## src/rtl/ddr4_cmd_pkg.sv

```systemverilog
// Shared types for the DDR4 command decoder.
//   pwr_state_t : CKE power state, encoded to match the pwr_state output
//   cmd_t       : command class derived from cs_n/act_n/ras_n/cas_n/we_n
//   MR3_BG/BA   : bank address of mode register 3 (holds the MPR enable bit)
package ddr4_cmd_pkg;

  typedef enum logic [1:0] {
    INIT   = 2'd0,
    ACTIVE = 2'd1,
    PDN    = 2'd2,
    SREF   = 2'd3
  } pwr_state_t;

  // CMD_ prefix keeps these literals apart from the ACT/REF/WR/RD port names.
  typedef enum logic [3:0] {
    CMD_DES,
    CMD_NOP,
    CMD_ACT,
    CMD_MRS,
    CMD_REF,
    CMD_PRE,
    CMD_WR,
    CMD_RD,
    CMD_ZQ,
    CMD_RFU
  } cmd_t;

  localparam int MR3_BG = 0;
  localparam int MR3_BA = 3;

  // Deselect and NOP are the only encodings tolerated while CKE is low.
  function automatic logic is_quiet(input cmd_t c);
    return (c == CMD_DES) || (c == CMD_NOP);
  endfunction

endpackage

```

## src/rtl/ddr4_cmd_decoder_pin_decode.sv

```systemverilog
// Purely combinational classifier: control pins -> cmd_t.
// Ports:
//   cs_n, act_n, ras_n, cas_n, we_n : raw command pins (active low)
//   cmd                             : command class for this cycle
module ddr4_cmd_decoder_pin_decode
  import ddr4_cmd_pkg::*;
(
  input  logic cs_n,
  input  logic act_n,
  input  logic ras_n,
  input  logic cas_n,
  input  logic we_n,
  output cmd_t cmd
);

  always_comb begin
    cmd = CMD_NOP;
    if (cs_n) begin
      cmd = CMD_DES;
    end else if (!act_n) begin
      // ras_n/cas_n/we_n are row address bits A16..A14 during ACT
      cmd = CMD_ACT;
    end else begin
      case ({ras_n, cas_n, we_n})
        3'b000:  cmd = CMD_MRS;
        3'b001:  cmd = CMD_REF;
        3'b010:  cmd = CMD_PRE;
        3'b011:  cmd = CMD_RFU;
        3'b100:  cmd = CMD_WR;
        3'b101:  cmd = CMD_RD;
        3'b110:  cmd = CMD_ZQ;
        default: cmd = CMD_NOP;
      endcase
    end
  end

endmodule

```

## src/rtl/ddr4_cmd_decoder.sv

```systemverilog
// DDR4 command front end: samples the command/address pins each clock and
// produces registered one-cycle command strobes (per bank where the command
// addresses a bank), tracks CKE power state and MPR mode, and flags illegal
// commands.
// Ports:
//   clk, rst                   : clock, synchronous active-high reset
//   cke, cs_n, act_n, ras_n,
//   cas_n, we_n, bg, ba, addr  : DDR4 command/address pins
//   ACT/RD/RDA/WR/WRA/PR       : per-bank one-hot strobes (NB wide)
//   PRA/REF/SRF/PD/PDX/CKEH/
//   CKEL/MRW/MRR               : broadcast strobes
//   bank_idx, row_addr,
//   col_addr                   : addresses latched with the bank commands
//   mpr_mode                   : MR3 A2 shadow
//   err_illegal                : illegal-command strobe
//   pwr_state                  : INIT/ACTIVE/PDN/SREF
//
// state  | meaning
// INIT   | after reset, waiting for the first cke=1; commands ignored
// ACTIVE | CKE high, commands decoded
// PDN    | power-down, waiting for cke=1
// SREF   | self-refresh, waiting for cke=1
module ddr4_cmd_decoder
  import ddr4_cmd_pkg::*;
#(
  parameter int BGW = 2,
  parameter int BAW = 2,
  parameter int AW  = 17
) (
  input  logic                      clk,
  input  logic                      rst,
  input  logic                      cke,
  input  logic                      cs_n,
  input  logic                      act_n,
  input  logic                      ras_n,
  input  logic                      cas_n,
  input  logic                      we_n,
  input  logic [BGW-1:0]            bg,
  input  logic [BAW-1:0]            ba,
  input  logic [AW-1:0]             addr,
  output logic [2**(BGW+BAW)-1:0]   ACT,
  output logic [2**(BGW+BAW)-1:0]   RD,
  output logic [2**(BGW+BAW)-1:0]   RDA,
  output logic [2**(BGW+BAW)-1:0]   WR,
  output logic [2**(BGW+BAW)-1:0]   WRA,
  output logic [2**(BGW+BAW)-1:0]   PR,
  output logic                      PRA,
  output logic                      REF,
  output logic                      SRF,
  output logic                      PD,
  output logic                      PDX,
  output logic                      CKEH,
  output logic                      CKEL,
  output logic                      MRW,
  output logic                      MRR,
  output logic [BGW+BAW-1:0]        bank_idx,
  output logic [AW:0]               row_addr,
  output logic [AW-1:0]             col_addr,
  output logic                      mpr_mode,
  output logic                      err_illegal,
  output logic [1:0]                pwr_state
);

  localparam int BW = BGW + BAW;
  localparam int NB = 2 ** BW;

  cmd_t       cmd;
  pwr_state_t state_q, state_d;
  logic       cke_q;

  logic [BW-1:0] bank;
  logic [NB-1:0] bank_oh;
  logic [AW:0]   row_pins;
  logic          is_mr3;

  logic [NB-1:0] act_d, rd_d, rda_d, wr_d, wra_d, pr_d;
  logic          pra_d, refr_d, srf_d, pd_d, pdx_d, ckeh_d, ckel_d;
  logic          mrw_d, mrr_d, err_d, mpr_d;
  logic [BW-1:0] bank_d;
  logic [AW:0]   row_d;
  logic [AW-1:0] col_d;

  ddr4_cmd_decoder_pin_decode u_pin_decode (
    .cs_n  (cs_n),
    .act_n (act_n),
    .ras_n (ras_n),
    .cas_n (cas_n),
    .we_n  (we_n),
    .cmd   (cmd)
  );

  assign bank      = {bg, ba};
  assign is_mr3    = (bg == BGW'(MR3_BG)) && (ba == BAW'(MR3_BA));
  assign pwr_state = state_q;

  always_comb begin
    bank_oh       = '0;
    bank_oh[bank] = 1'b1;
  end

  // Row is A16..A14 (carried on ras_n/cas_n/we_n) plus A13..A0; anything
  // above A16 in a wider configuration reads as zero.
  always_comb begin
    row_pins       = '0;
    row_pins[16:0] = {ras_n, cas_n, we_n, addr[13:0]};
  end

  always_comb begin
    state_d = state_q;
    act_d   = '0;
    rd_d    = '0;
    rda_d   = '0;
    wr_d    = '0;
    wra_d   = '0;
    pr_d    = '0;
    pra_d   = 1'b0;
    refr_d  = 1'b0;
    srf_d   = 1'b0;
    pd_d    = 1'b0;
    pdx_d   = 1'b0;
    ckeh_d  = 1'b0;
    ckel_d  = 1'b0;
    mrw_d   = 1'b0;
    mrr_d   = 1'b0;
    err_d   = 1'b0;
    mpr_d   = mpr_mode;
    bank_d  = bank_idx;
    row_d   = row_addr;
    col_d   = col_addr;

    case (state_q)
      INIT: begin
        if (cke) state_d = ACTIVE;
      end

      ACTIVE: begin
        if (cke_q && !cke) begin
          // CKE falling: only DES/NOP (power-down) or REF (self-refresh)
          if (is_quiet(cmd)) begin
            state_d = PDN;
            pd_d    = 1'b1;
            ckel_d  = 1'b1;
          end else if (cmd == CMD_REF) begin
            state_d = SREF;
            srf_d   = 1'b1;
            ckel_d  = 1'b1;
          end else begin
            err_d = 1'b1;
          end
        end else if (cke_q && cke) begin
          case (cmd)
            CMD_ACT: begin
              act_d  = bank_oh;
              bank_d = bank;
              row_d  = row_pins;
            end
            CMD_MRS: begin
              mrw_d = 1'b1;
              if (is_mr3) mpr_d = addr[2];
            end
            CMD_REF: refr_d = 1'b1;
            CMD_PRE: begin
              if (addr[10]) begin
                pra_d = 1'b1;
              end else begin
                pr_d   = bank_oh;
                bank_d = bank;
              end
            end
            CMD_WR: begin
              if (addr[10]) wra_d = bank_oh;
              else          wr_d  = bank_oh;
              bank_d = bank;
              col_d  = addr;
            end
            CMD_RD: begin
              col_d = addr;
              // In MPR mode a read targets the MPR page, not a bank.
              if (mpr_mode) begin
                mrr_d = 1'b1;
              end else begin
                if (addr[10]) rda_d = bank_oh;
                else          rd_d  = bank_oh;
                bank_d = bank;
              end
            end
            CMD_RFU: err_d = 1'b1;
            default: ;
          endcase
        end
      end

      PDN, SREF: begin
        if (!is_quiet(cmd)) err_d = 1'b1;
        if (cke) begin
          state_d = ACTIVE;
          ckeh_d  = 1'b1;
          pdx_d   = (state_q == PDN);
        end
      end

      default: state_d = INIT;
    endcase
  end

  always_ff @(posedge clk) begin
    if (rst) begin
      state_q     <= INIT;
      cke_q       <= 1'b0;
      ACT         <= '0;
      RD          <= '0;
      RDA         <= '0;
      WR          <= '0;
      WRA         <= '0;
      PR          <= '0;
      PRA         <= 1'b0;
      REF         <= 1'b0;
      SRF         <= 1'b0;
      PD          <= 1'b0;
      PDX         <= 1'b0;
      CKEH        <= 1'b0;
      CKEL        <= 1'b0;
      MRW         <= 1'b0;
      MRR         <= 1'b0;
      err_illegal <= 1'b0;
      mpr_mode    <= 1'b0;
      bank_idx    <= '0;
      row_addr    <= '0;
      col_addr    <= '0;
    end else begin
      state_q     <= state_d;
      cke_q       <= cke;
      ACT         <= act_d;
      RD          <= rd_d;
      RDA         <= rda_d;
      WR          <= wr_d;
      WRA         <= wra_d;
      PR          <= pr_d;
      PRA         <= pra_d;
      REF         <= refr_d;
      SRF         <= srf_d;
      PD          <= pd_d;
      PDX         <= pdx_d;
      CKEH        <= ckeh_d;
      CKEL        <= ckel_d;
      MRW         <= mrw_d;
      MRR         <= mrr_d;
      err_illegal <= err_d;
      mpr_mode    <= mpr_d;
      bank_idx    <= bank_d;
      row_addr    <= row_d;
      col_addr    <= col_d;
    end
  end

endmodule

```

## config.mk

```make
export PLATFORM = sky130hd
export DESIGN_NAME = ddr4_cmd_decoder
export DESIGN_NICKNAME = d
export VERILOG_FILES = /design/src/rtl/ddr4_cmd_pkg.sv /design/src/rtl/ddr4_cmd_decoder_pin_decode.sv /design/src/rtl/ddr4_cmd_decoder.sv
export SDC_FILE = /design/constraint.sdc
export NUM_CORES = 1
export LEC_CHECK = 0
export ABC_AREA = 1
export CORE_MARGIN = 2
export CORE_UTILIZATION = 25
export DETAILED_ROUTE_END_ITERATION = 8
export GPL_TIMING_DRIVEN = 0
export HOLD_SLACK_MARGIN = 0.12
export PLACE_DENSITY = 0.61
export SYNTH_ARGS = -nofsm -noshare
export SYNTH_HDL_FRONTEND = slang
export SYNTH_SLANG_ARGS = --single-unit
```

## constraint.sdc

```tcl
create_clock -name clk -period 3.44 [get_ports clk]
set_clock_uncertainty 0.2 [all_clocks]
set_input_delay 0.688 -clock clk [delete_from_list [all_inputs] [get_ports clk]]
set_output_delay 0.688 -clock clk [all_outputs]
set_load 0.01 [all_outputs]
```

### Word level (Yosys, flattened, before mapping)

Cells that the tools add are included.

* flip-flop bits (word level): 148
* bits in latches: 0
* memory bits (writable): 0
* memory bits (read-only): 0
* input bits: 29
* memories kept: 0

* add/subtract/negate cells: 0
* $mul: 0
* div/mod/pow operators: 0
* $lt $le $gt $ge: 2
* equal/unequal tests: 23
* shift-type cells: 0
* multiplexer cells: 29
* bitwise gates (word level): 9
* reductions and logical operators: 30

Operator list (number)
* $mux W16: 2
* $pmux W4 S7: 1
* $reduce_or A5 Y1: 4
* $eq A4 B3 Y1 const B: 4
* $mux W4: 4
* $mux W1: 14
* $pmux W4 S3: 1
* $eq A3 B3 Y1 const B: 3
* $not A1 Y1: 9
* $reduce_or A3 Y1: 3
* $eq A4 B2 Y1 const B: 2
* $mux W2: 4
* $reduce_and A4 Y1: 2
* $reduce_or A2 Y1: 4
* $reduce_or A4 Y1: 2
* $eq A2 B2 Y1 const B: 3
* $eq A3 B2 Y1 const B: 2
* $ne A2 B2 Y1 const B: 3
* $reduce_and A6 Y1: 1
* $reduce_or A6 Y1: 1
* $lt A4 B5 Y1 const B: 1
* $reduce_and A5 Y1: 1
* $demux W1 S4: 1
* $eq A4 B1 Y1 const B: 1
* 16 further kinds: 20

### Depth between registers and ports, before layout

* depth after elaboration: 9
* depth in mapped cells: 11
* gate-level depth less buffers: 10

### Cells and area by module

Synthesis repeated with hierarchy kept, for this count alone.

* cells, all modules: 532
* area total of the unflattened synthesis: 4639.4 µm²

By module, submodules not included
* ddr4_cmd_decoder: times used 1, cells an instance 512, area an instance 4551.9 µm²
* ddr4_cmd_decoder_pin_decode: times used 1, cells an instance 20, area an instance 87.6 µm²

### Worst setup path before layout

OpenSTA, ideal clock, no wires.

* path kind: input -> register
* start: input cke
* end: register col_addr[11]
* library setup time: 0.116 ns
* arrival: 1.724 ns
* slack: 1.400 ns
* cell stages on the path: 8
* buffers on the path: 1
* cells stage by stage: nand2_1 nor2_2 inv_1 nor3_4 inv_2 buf_2 nor2_1 nor2_1

* word-level cells in the longest chain between the ends: 4
* elaborated cells between the ends (all ways): 5
* those cells by class: bitwise: 1; reduce/logical: 4

Ends and longest elaborated chain
* from (decl): RTL line ddr4_cmd_decoder.sv:32 `input logic cke,`
* $logic_not A1 Y1: RTL line ddr4_cmd_decoder.sv:137 `if (cke_q && !cke) begin`
* $logic_and A1 B1 Y1: RTL line ddr4_cmd_decoder.sv:137
* $not A1 Y1 (no line)
* $reduce_and A4 Y1 (no line) (*)
* to (signal assigned): RTL line ddr4_cmd_decoder.sv:252 `col_addr <= col_d;`
* to (decl): RTL line ddr4_cmd_decoder.sv:58 `output logic [AW-1:0] col_addr,`

Mark *: on every way between the ends. The rest lies on a longest branch, timed or not.
A chain may end at the register's enable or synchronous reset.

### Worst setup path after layout

* start: input cas_n
* end: register ACT[5]

* word-level cells in the longest chain between the ends: 7
* elaborated cells between the ends (all ways): 13
* those cells by class: eq/ne: 7; mux: 3; bitwise: 1; reduce/logical: 2

Ends and longest elaborated chain
* from (decl): RTL line ddr4_cmd_decoder.sv:36 `input logic cas_n,`
* $eq A3 B3 Y1, or another cell as far along: RTL line ddr4_cmd_decoder_pin_decode.sv:24 `case ({ras_n, cas_n, we_n})`
* $pmux W4 S7 (*): RTL line ddr4_cmd_decoder_pin_decode.sv:24
* $mux W4 (*): RTL line ddr4_cmd_decoder_pin_decode.sv:20 `end else if (!act_n) begin`
* $mux W4 (*): RTL line ddr4_cmd_decoder_pin_decode.sv:18 `if (cs_n) begin`
* $eq A4 B2 Y1 (*): RTL line ddr4_cmd_decoder.sv:151 `case (cmd)`
* $not A1 Y1 (no line) (*)
* $reduce_or A5 Y1 (no line) (*)
* to (signal assigned): RTL line ddr4_cmd_decoder.sv:233 `ACT <= act_d;`
* to (decl): RTL line ddr4_cmd_decoder.sv:41 `output logic [2**(BGW+BAW)-1:0] ACT,`

Marks and branches as above.

==> run_results.csv <==
group,metric,value,unit
grt,grt_pass1_vias,3976,
setup_path,slowest_delay,0.50,ns
setup_path,crit_required,3.60,ns
sta,rsz0062_at_grt,"no",
setup_path,worst_ep_arrival_time,2.61,ns
pwr,ir_drop,0.333,mV
sta,finalHoldViolations,0,
logic_synthesis,post-synth-top-area-cell,"dfxtp_1",
status,status,"complete, no violations",
pwr,p_leak,0.00273,µW
logic_synthesis,synth_top_cell_area_share,0.623,
floorplan,row_count,50,
pwr,power,3740,µW
cts,cts_resized,0,
logic_synthesis,synth_fp_nets,574,
sta,timing.hold.ws,0.266,ns
floorplan,num_io_pins,177,
logic_synthesis,synthCells,545,
logic_synthesis,synth_cell_types,26,
finish,diodes,0,
finish,drive_gt1_frac,0.0972,
routing,dr.pass1.iters,5,
flow_run,maxCapViolations,0,
sta,tns,0,ns
grt,antenna_found_initial,0,
routing,wire_per_inst,14.3,µm
floorplan,die_h,142,µm
cts,cts_tree,"yes",
finish,areaGrowthSynthToFinish,55.5,%
place,dpl_cell_area,6790,µm²
sta,worstMarginPinSlew,0.911,ns
routing,ant_nets,0,
grt,grt_use_total,0.141,
floorplan,die_w,142,µm
cts,cts.sinks,148,
place,gp_congestion,0.801,
sta,drv_slew,0,
grt,overflow,0,
finish,mostFrequentLayoutCells,"174 x clkdlybuf4s50_1, 148 x dfxtp_1, 141 x nor2_1, 96 x nand2_1, 30 x nand3_1",
cts,clock-root-buffer,"clkbuf_16",
finish,mostFrequentLayoutCell,"clkdlybuf4s50_1",
setup_path,worstPathMaxFanout,10,
pwr,power_density,507,nW/µm²
place,dp_slack,0.510,ns
cts,clock_latency,0.42,ns
setup_path,end_kind,"flip-flop",
cts,clockBufferDepth,2,
sta,relSlewSlack,0.390,
place,dp_hpwl,10.4,mm
floorplan,die_area,20100,µm²
cts,numCtsBuffers,17,
sta,fmax,0.409,GHz
logic_synthesis,ys_top_cells_by_area,"dfxtp_1 62%, nor2_1 11%, nand2_1 7.6%, nand3_1 3.2%, a21oi_1 2.6%",
sta,worst_slack,0.995,ns
finish,finalInstanceArea,7390,µm²
logic_synthesis,ys_seq_area_frac,0.623,
cts,cts.clk_slew.worst_paths,0.06,ns
setup_path,path_class,"in2reg",
setup_path,path_cells,"clkdlybuf4s50_1 -> inv_2 -> nand2_1 -> nand3_1 -> nand2_2 -> a21oi_2 -> nand3_4 -> inv_6 -> nand2_4 -> buf_8 -> nor2_4",
logic_synthesis,yosysWarnings,0,
sta,finalCritPeriodShare,0.711,
routing,drc,0,
floorplan,start_util,0.254,
logic_synthesis,synth_seq_cells,148,
routing,wirelength,14.1,mm
cts,cts_max_level,4,
routing,routed_via_density,4.19,
logic_synthesis,avgSynthCellArea,8.72,µm²
cts,cts_hold_buffers,0,
sta,min_period,2.44,ns
place,io_buffers,174,
setup_path,worstSetupStartpointType,"input pin",
sta,finalSetupViolCount,0,
setup_path,critPathSlowestCell,"clkdlybuf4s50_1",
floorplan,core_region_area,18700,µm²
logic_synthesis,syn_area,4750,µm²
routing,drt_iter0_markers,165,
routing,via_count,4126,
finish,final_nets,767,
grt,grt_pass1_wl,21.5,mm
grt,grt_max_degree,17,
cts,cts_setup_buffers,0,
worst_hold_path,hp-class,"reg2reg",
## state kept, by name, indices dropped and copies added (netlist names)
name	cells
ACT	16
CKEH	1
CKEL	1
MRR	1
MRW	1
PD	1
PDX	1
PR	16
PRA	1
RD	16
RDA	16
REF	1
SRF	1
WR	16
WRA	16
bank_idx	4
cke_q	1
col_addr	17
err_illegal	1
mpr_mode	1
pwr_state	2
row_addr	17
## worst paths after layout
check,slack [ns],from,cells past startpoint,to
max,1.0,cas_n,11,ACT[5]$_SDFF_PP0_
min,0.27,row_addr[6]$_SDFFE_PP0P_,2,row_addr[6]$_SDFFE_PP0P_
max reg2reg,1.38,pwr_state[1]$_SDFFE_PP0P_,9,col_addr[6]$_SDFFE_PP0P_
min reg2reg,0.27,row_addr[6]$_SDFFE_PP0P_,2,row_addr[6]$_SDFFE_PP0P_
## metal layers
metal	up-vias	global-route usage	wire length, µm
met3	16	0.0516	1110
met2	152	0.226	6460
li1	2095	-	-
met1	1863	0.172	6310
met4	0	0.0595	197
met5	-	0	0
## stage by stage
stage | util | instances
5_1_grt | 0.395 | 985
4_1_cts | 0.395 | 985
3_5_place_dp | 0.363 | 953
2_1_floorplan | - | 545
3_3_place_gp | 0.363 | 953
6_report | 0.395 | 985
## synthesized netlist by cell type
cell type  count
buf_6          1
buf_4          1
nor2_2         4
buf_8          1
nand4_1        2
dfxtp_1      148
a21oi_2        2
inv_1         23
clkbuf_1      11
nand2_1       96
o21bai_1       1
nor3_4         1
inv_6          1
nand2_2        3
inv_2          7
nor4_1         2
nand3_1       30
o21ai_0       20
nor2_4        10
nor3_1         4
nand2_4        1
buf_2          7
a21oi_1       25
nand3_4        2
conb_1         1
nor2_1       141
## worst max-delay path, delay by kind of cell
kind,cells,cell delay [ns]
AO/OA/AOI/OAI,1,0.22
buffers and inverters,4,1.01
AND/OR/NAND/NOR,6,0.66
## power breakdown
group | switching (µW) | internal (µW)
clock network | 821 | 1050
registers | 2.90 | 1720
logic | 94.2 | 55.0
total | 918 | 2820
## final cells by class
class | count | area, µm²
Buffer | 21 | 110
Tap cell | 234 | 293
Clock buffer | 18 | 439
Fill cell | 1898 | 11300
Multi-Input combinational cell | 345 | 1560
Inverter | 31 | 121
Clock inverter | 14 | 163
Timing Repair Buffer | 174 | 1740
Sequential cell | 148 | 2960
## logic make-up (layout without fill, tap and decap cells)
logic type,after synthesis,count (layout),synth area share
flip-flops,148,148,0.623
AND/OR/NAND/NOR,296,296,0.274
buffers and inverters,52,258,0.0487
AO/OA/AOI/OAI,48,48,0.0527
other,1,1,0.000789
No activity file was read; power rests on OpenSTA's default activity.
